==> src/rtl/mem_arbiter.sv <==
// N-channel arbiter sharing one pipelined main memory among cache clients.
// Default build is round-robin; define MEM_ARB_FIXED_PRIO_EN for fixed priority (channel 0 highest).
module mem_arbiter #(
  parameter int unsigned NUM_CH  = 2,
  parameter int unsigned ADDR_W  = 16,
  parameter int unsigned DATA_W  = 16,
  parameter int unsigned MEM_LAT = 4
) (
  input  logic                       clk,
  input  logic                       rst_n,
  input  logic [NUM_CH-1:0]          req,
  input  logic [NUM_CH-1:0]          wr,
  input  logic [NUM_CH*ADDR_W-1:0]   addr,
  input  logic [NUM_CH*DATA_W-1:0]   wdata,
  output logic [NUM_CH-1:0]          gnt,
  output logic [DATA_W-1:0]          rdata,
  output logic [NUM_CH-1:0]          rvalid,
  output logic                       err,
  output logic                       mem_en,
  output logic                       mem_wr,
  output logic [ADDR_W-1:0]          mem_addr,
  output logic [DATA_W-1:0]          mem_wdata,
  input  logic [DATA_W-1:0]          mem_rdata,
  input  logic                       mem_valid
);

  localparam int unsigned IDX_W = (NUM_CH > 1) ? $clog2(NUM_CH) : 1;
  localparam int unsigned CNT_W = $clog2(MEM_LAT + 1);

  localparam logic [1:0] IDLE  = 2'd0;
  localparam logic [1:0] GRANT = 2'd1;
  localparam logic [1:0] DRAIN = 2'd2;

  logic [1:0]        state, state_nxt;
  logic [IDX_W-1:0]  owner, owner_nxt;
  logic [IDX_W-1:0]  rr_ptr, rr_ptr_nxt;
  logic [CNT_W-1:0]  outstanding, outstanding_nxt;
  logic [NUM_CH-1:0] gnt_nxt;
  logic              err_nxt;

  logic [ADDR_W-1:0] addr_ch  [NUM_CH];
  logic [DATA_W-1:0] wdata_ch [NUM_CH];

  logic [IDX_W-1:0]  winner;
  logic [IDX_W-1:0]  cand;
  logic              any_req;
  logic              req_own;
  logic              wr_own;
  logic              read_issue;
  logic              ret_ok;

  // Unpack the flat per-channel buses
  always_comb begin
    for (int i = 0; i < int'(NUM_CH); i++) begin
      addr_ch[i]  = addr[i*ADDR_W +: ADDR_W];
      wdata_ch[i] = wdata[i*DATA_W +: DATA_W];
    end
  end

  // Winner search; later loop iterations overwrite, so the highest-priority hit is visited last
  always_comb begin
    winner  = '0;
    cand    = '0;
    any_req = |req;
`ifdef MEM_ARB_FIXED_PRIO_EN
    for (int i = int'(NUM_CH) - 1; i >= 0; i--) begin
      if (req[i]) winner = IDX_W'(i);
    end
`else
    for (int k = int'(NUM_CH) - 1; k >= 0; k--) begin
      cand = IDX_W'((32'(rr_ptr) + 32'(k)) % NUM_CH);
      if (req[cand]) winner = cand;
    end
`endif
  end

  assign req_own    = req[owner];
  assign wr_own     = wr[owner];
  assign mem_en     = (state == GRANT) && req_own;
  assign mem_wr     = mem_en && wr_own;
  assign mem_addr   = addr_ch[owner];
  assign mem_wdata  = wdata_ch[owner];
  assign read_issue = mem_en && !wr_own;
  assign ret_ok     = mem_valid && (outstanding != '0);
  assign rdata      = mem_rdata;

  // Returns go to the current or most recent owner; strobes with nothing outstanding are dropped
  always_comb begin
    rvalid = '0;
    if (ret_ok && (state != IDLE)) rvalid[owner] = 1'b1;
  end

  // Ownership state machine
  always_comb begin
    state_nxt  = state;
    owner_nxt  = owner;
    rr_ptr_nxt = rr_ptr;
    gnt_nxt    = gnt;
    case (state)
      IDLE: begin
        gnt_nxt = '0;
        if (any_req) begin
          owner_nxt       = winner;
          gnt_nxt[winner] = 1'b1;
`ifdef MEM_ARB_FIXED_PRIO_EN
          rr_ptr_nxt      = '0;
`else
          rr_ptr_nxt      = IDX_W'((32'(winner) + 32'd1) % NUM_CH);
`endif
          state_nxt       = GRANT;
        end
      end
      GRANT: begin
        if (!req_own) begin
          gnt_nxt   = '0;
          state_nxt = (outstanding == '0) ? IDLE : DRAIN;
        end
      end
      DRAIN: begin
        gnt_nxt = '0;
        if (outstanding == '0) state_nxt = IDLE;
      end
      default: begin
        gnt_nxt   = '0;
        state_nxt = IDLE;
      end
    endcase
  end

  // Reads in flight; an issue and a return in the same cycle cancel out
  always_comb begin
    outstanding_nxt = outstanding;
    err_nxt         = err;
    if (mem_valid && (outstanding == '0)) err_nxt = 1'b1;
    if (read_issue && !ret_ok) begin
      if (outstanding == CNT_W'(MEM_LAT)) err_nxt = 1'b1;
      else                                outstanding_nxt = outstanding + 1'b1;
    end else if (ret_ok && !read_issue) begin
      outstanding_nxt = outstanding - 1'b1;
    end
  end

  always_ff @(posedge clk or negedge rst_n) begin
    if (!rst_n) begin
      state       <= IDLE;
      owner       <= '0;
      rr_ptr      <= '0;
      outstanding <= '0;
      gnt         <= '0;
      err         <= 1'b0;
    end else begin
      state       <= state_nxt;
      owner       <= owner_nxt;
      rr_ptr      <= rr_ptr_nxt;
      outstanding <= outstanding_nxt;
      gnt         <= gnt_nxt;
      err         <= err_nxt;
    end
  end

endmodule
==> config.mk <==
export PLATFORM = sky130hd
export DESIGN_NAME = mem_arbiter
export DESIGN_NICKNAME = d
export VERILOG_FILES = /design/src/rtl/mem_arbiter.sv
export SDC_FILE = /design/constraint.sdc
export NUM_CORES = 1
export LEC_CHECK = 0
export BUFFER_PORTS_ARGS = -buffer_cell sky130_fd_sc_hd__buf_2
export CAP_MARGIN = 20
export CORE_MARGIN = 2
export CORE_UTILIZATION = 33
export CTS_CLUSTER_SIZE = 8
export DETAILED_ROUTE_END_ITERATION = 10
export GPL_TIMING_DRIVEN = 0
export PLACE_DENSITY = 0.81
export RECOVER_POWER = 100
export SETUP_SLACK_MARGIN = 0.3
export SLEW_MARGIN = 5
export SYNTH_ARGS = -nofsm -noshare
export SYNTH_HDL_FRONTEND = slang
export SYNTH_SLANG_ARGS = --single-unit
==> constraint.sdc <==
create_clock -name clk -period 2.9 [get_ports clk]
set_clock_uncertainty 0.15 [all_clocks]
set_input_delay 0 -clock clk [delete_from_list [all_inputs] [get_ports clk]]
set_output_delay 0 -clock clk [all_outputs]
set_load 0.01 [all_outputs]
* Yosys cells after proc, flatten, opt, wreduce, memory -nomap -nowiden
Cells that the tools add are included.
** Storage, ports and cells
- Flip-flop bits (word level) :: 10
- Latch bits :: 0
- Memories kept :: 0
- Word-level logic and storage cells :: 82
- Memory bits (read-only) :: 0
- Memory bits (writable) :: 0
** Cells by class
- Div/mod/pow operators :: 0
- $mul :: 0
- Multiplexer cells :: 35
- $lt $le $gt $ge :: 7
- Equality and inequality tests :: 7
- Add/subtract/negate cells :: 4
- Reduce and logical (&&, ||, !) cells :: 22
- Bitwise gates (word level) :: 1
- Shift-type cells :: 0
** Operators with widths (count)
- two-way mux 16 bit :: 6
- two-way mux 1 bit :: 15
- two-way mux 2 bit :: 7
- logical AND 1 bit :: 10
- two-way mux 3 bit :: 3
- less-than comparator 1 x 2 -> 1 bit (second input constant) :: 4
- inequality test 2 bit (second input constant) :: 4
- one-hot mux 2 bit (3 select lines) :: 1
- one-hot mux 2 bit (2 select lines) :: 1
- AND reduction 2 bit :: 2
- nonzero test 2 bit :: 2
- adder 3 x 1 -> 3 bit (second input constant) :: 1
- == test 3 bit (second input constant) :: 1
- logical NOT 1 bit :: 3
- logical NOT 3 bit :: 1
- AND reduction 3 bit :: 1
- nonzero test 3 bit :: 1
- subtractor 3 x 1 -> 3 bit (second input constant) :: 1
- adder 1 bit (second input constant) :: 2
- demux 1 bit (select 1 bit) :: 2
- == test 2 x 1 -> 1 bit (second input constant) :: 1
- == test 2 bit (second input constant) :: 1
- greater-or-equal comparator 1 bit (second input constant) :: 2
- greater-or-equal comparator 2 bit (second input constant) :: 1
- other kinds (3) :: 3

* Logic depth before layout (Yosys ltp)
- Word-level depth :: 11
- Mapped depth :: 11

* Worst setup path before layout
No wires, ideal clock.
- Kind :: reg-to-reg
- Start point :: register owner
- End point :: register outstanding[2]
- Stages on the path, launching flop included :: 12
- Path slack :: 0.402 ns
- Required time :: 2.619 ns
- Period minus slack after synthesis :: 2.498 ns
- Path buffers :: 2
- Arrival :: 2.217 ns
- Path through :: dfrtp_1 buf_6 mux2i_2 and3_4 buf_6 a21oi_1 a21o_1 ha_1 or3b_2 a32oi_1 a311o_1 o21ai_1
** On the way
- Cells in the longest elaborated chain, start to end :: 8
** Ends and longest elaborated chain
- from (decl) :: RTL line 35 : logic [IDX_W-1:0] owner, owner_nxt;
- from (signal assigned) :: RTL line 153 : owner <= owner_nxt;
- two-way mux 1 bit, on equally long branches (2 in series) :: RTL line 77, 78
- logical AND 1 bit or logical NOT 1 bit (tied branches) :: RTL line 79, 83
- logical AND 1 bit * :: RTL line 83 : assign read_issue = mem_en && !wr_own;
- logical NOT 1 bit :: RTL line 138 : end else if (ret_ok && !read_issue) begin
- logical AND 1 bit :: RTL line 138
- nonzero test 2 bit (no line)
- AND reduction 2 bit (no line)
- to (signal assigned) :: RTL line 155 : outstanding <= outstanding_nxt;
- to (decl) :: RTL line 37 : logic [CNT_W-1:0] outstanding, outstanding_nxt;
Mark *: on every way between the ends. The rest lies on a longest branch, timed or not. The select of a mux whose other input is x is not followed.
A chain may end at the register's enable or synchronous reset.

* Final worst setup path
Ends and elaborated chain as after synthesis.

==> impl_metrics.env <==
export IMPL_max_slew_margin_pct=65.2
export IMPL_cts_max_level=1
export IMPL_clkTransAtPathRegs_ps=70
export IMPL_routedWlPerCell_um=12.8
export IMPL_syn_nets=209
export IMPL_via_count=1442
export IMPL_cp_top_family="simple AND/OR/NAND/NOR gates"
export IMPL_port_buffer_count=124
export IMPL_die_h_um=63.0
export IMPL_cpPeakStageDelay_ps=380
export IMPL_power_density_nw_per_um2=748
export IMPL_final_cell_mix="buf_2 (71), clkbuf_1 (60), mux2_2 (32), buf_4 (20), dfrtp_1 (10)"
export IMPL_num_rows=21
export IMPL_antenna_found_initial=0
export IMPL_cp_end_kind="flop"
export IMPL_crit_chain="buf_6, mux2_1, and3_1, buf_8, a21o_1, ha_1, or3b_4, a32oi_2, a311o_1, o21ai_1"
export IMPL_syn_avg_cell_area_um2=9.50
export IMPL_drt_wl_total_um=3920
export IMPL_clockBufferDepth=2
export IMPL_place_hpwl_um=3180
export IMPL_grt_pass1_wl_um=5800
export IMPL_synth_top_family_by_area="multiplexers"
export IMPL_cap_violations=0
export IMPL_ant_nets=0
export IMPL_drive_above_1_share_pct=51.0
export IMPL_worstMarginPinSlew_ps=519
export IMPL_synth_area_um2=1150
export IMPL_dieWidth_um=63.0
export IMPL_nNetsFinal=348
export IMPL_synth_compound_area_share_pct=11.1
export IMPL_ys_warn_count=0
export IMPL_dieArea_um2=3970
export IMPL_dr_pass1_iters=4
export IMPL_fin_tns_setup_ps=0
export IMPL_core_area_um2=3340
export IMPL_crit_type="flop to flop"
export IMPL_grt_overflow=0
export IMPL_initial_utilization_pct=34.5
export IMPL_synth_ff_type="dfrtp_1"
export IMPL_fin_cells=305
export IMPL_grt_pass1_vias=1392
export IMPL_worst_setup_path_start_kind="flop"
export IMPL_yosys_mux_area_fraction_pct=37.4
export IMPL_layout_commonest_cell="buf_2"
export IMPL_fin_crit_ps=2640
export IMPL_ys_ff_latch=10
export IMPL_status="finished clean"
export IMPL_via_per_inst=4.73
export IMPL_syn_to_final_growth_pct=64.9
export IMPL_async_reset_ff_share_pct=100
export IMPL_synthCells=121
export IMPL_cts_tree="yes"
export IMPL_cts_made_buffers=3
export IMPL_gp_congestion=0.791
export IMPL_hold_ws_ps=57.7
export IMPL_cts_root_buf="clkbuf_4"
export IMPL_arrival_ps=2630
export IMPL_grt_usage_pct=18.2
export IMPL_yosysSeqAreaShare_pct=21.8
export IMPL_yosys_area_share_simple_pct=11.4
export IMPL_final_hold_viol_count=0
export IMPL_cts_sinks=10
export IMPL_fmax_mhz=379
export IMPL_clock_latency_ps=270
export IMPL_antenna_cells=0
export IMPL_synthAdderAreaFrac_pct=1.09
export IMPL_synthXorXnorAreaFrac_pct=1.52
export IMPL_rsz0062_at_grt="no"
export IMPL_cpMaxStageDelayCell="dfrtp_1"
export IMPL_synth_cell_type_count=31
export IMPL_min_path_type="input pin to output port"
export IMPL_synth_edff_count=0
export IMPL_drt_iter0_markers=105
export IMPL_grt_max_degree=11
export IMPL_io_pins=142
export IMPL_setup_violations=0
export IMPL_cp_max_fo=6
export IMPL_dp_cells=291
export IMPL_p_leak_nw=0.893
export IMPL_drc=0
export IMPL_worstPathRequired_ps=2890
export IMPL_drv_slew=0
export IMPL_crit_buf_inv=2
export IMPL_peakVddDrop_mv=0.338
export IMPL_finalCritPeriodShare_pct=90.9
synthesized netlist by cell type, types with 2 or more instances:
cell | n | share of area (%)
clkbuf_1 | 6 | 2.0
a21oi_1 | 5 | 2.2
nor4_1 | 3 | 1.6
inv_1 | 3 | 0.98
dfrtp_1 | 10 | 22
nand2_1 | 4 | 1.3
a311o_1 | 2 | 1.7
nor3_1 | 3 | 1.3
buf_6 | 2 | 2.0
o21ai_0 | 3 | 1.3
nor2_1 | 5 | 1.6
mux2_2 | 33 | 32
mux2i_1 | 3 | 2.6
o221a_1 | 2 | 2.0
a21o_1 | 2 | 1.3
nor2b_1 | 4 | 2.2
buf_4 | 16 | 10
xnor2_1 | 2 | 1.5
state kept, by name (all words and copies together) (netlist names):
signal,cells
err,1
gnt,2
outstanding,3
owner,1
rr_ptr,1
state,2
kinds of logic after synthesis:
logic type	Yosys count
AO/OA/AOI/OAI	18
buffers and inverters	28
AND/OR/NAND/NOR	24
adder cells (fa/ha/maj)	1
XOR/XNOR	2
multiplexers	38
flip-flops	10
per-layer routing:
layer  GRT usage (%)  vias to the layer above  share of wire [%]
met5               0                        -                  0
met4            6.11                        0                1.9
met3            5.77                       10                7.4
met2            34.4                       68                 55
met1            18.5                      666                 36
li1                -                      698                  -
stage by stage:
step / instance area (µm²) / power (mW) / util, % / worst slack [ps]
2_1_floorplan: 1150 / 0.948 / - / 402
3_3_place_gp: 1830 / 1.25 / 54.8 / 213
5_1_grt: 1900 / 1.54 / 56.8 / 171
3_5_place_dp: 1830 / 1.27 / 54.8 / 190
6_report: 1900 / 1.42 / 56.8 / 265
4_1_cts: 1940 / 1.44 / 58.1 / 303
worst register-to-register path, stage by stage, from the launching register on:
cell and delay, ps:
dfrtp_1 380, buf_6 130, mux2_1 360, and3_1 210, buf_8 130, a21o_1 160
ha_1 240, or3b_4 380, a32oi_2 170, a311o_1 130, o21ai_1 70
final timing paths:
path                                     from                    endpoint  slack (ps)  cells after the start
min reg2reg                gnt[0]$_DFFE_PN0P_          gnt[0]$_DFFE_PN0P_         330                      1
max reg2reg                 owner$_DFFE_PN0P_  outstanding[2]$_DFFE_PN0P_         260                     10
max                         owner$_DFFE_PN0P_  outstanding[2]$_DFFE_PN0P_         260                     10
min in group asynchronous               rst_n               err$_DFF_PN0_         590                      3
min                             mem_rdata[10]                   rdata[10]          60                      2
max in group asynchronous               rst_n          gnt[1]$_DFFE_PN0P_        1670                      3
area by class of cell:
cell class | instances | area [µm²]
fill | 341 | 1440
sequential | 10 | 250
tap | 46 | 57.6
inverter | 3 | 11.3
multi-input combinational | 83 | 729
timing repair buffer | 134 | 638
clock buffer | 4 | 36.3
buffer | 25 | 173
power breakdown:
| group | switching (mW) | total, mW | internal [mW] |
|---|---|---|---|
| combinational | 0.542 | 1.06 | 0.519 |
| clock | 0.0503 | 0.127 | 0.0763 |
| sequential | 0.0338 | 0.230 | 0.196 |
| total | 0.626 | 1.42 | 0.791 |
repair_timing:
item,4_1_cts,5_1_grt
gates cloned,0,0
gates resized for setup,1,5
hold buffers,5,0
endpoints found under the hold margin,15,0
endpoints found under the setup margin,1,1
pin swaps,0,3
buffers inserted,2,3
Note: power is estimated with default switching activity, not from simulation.
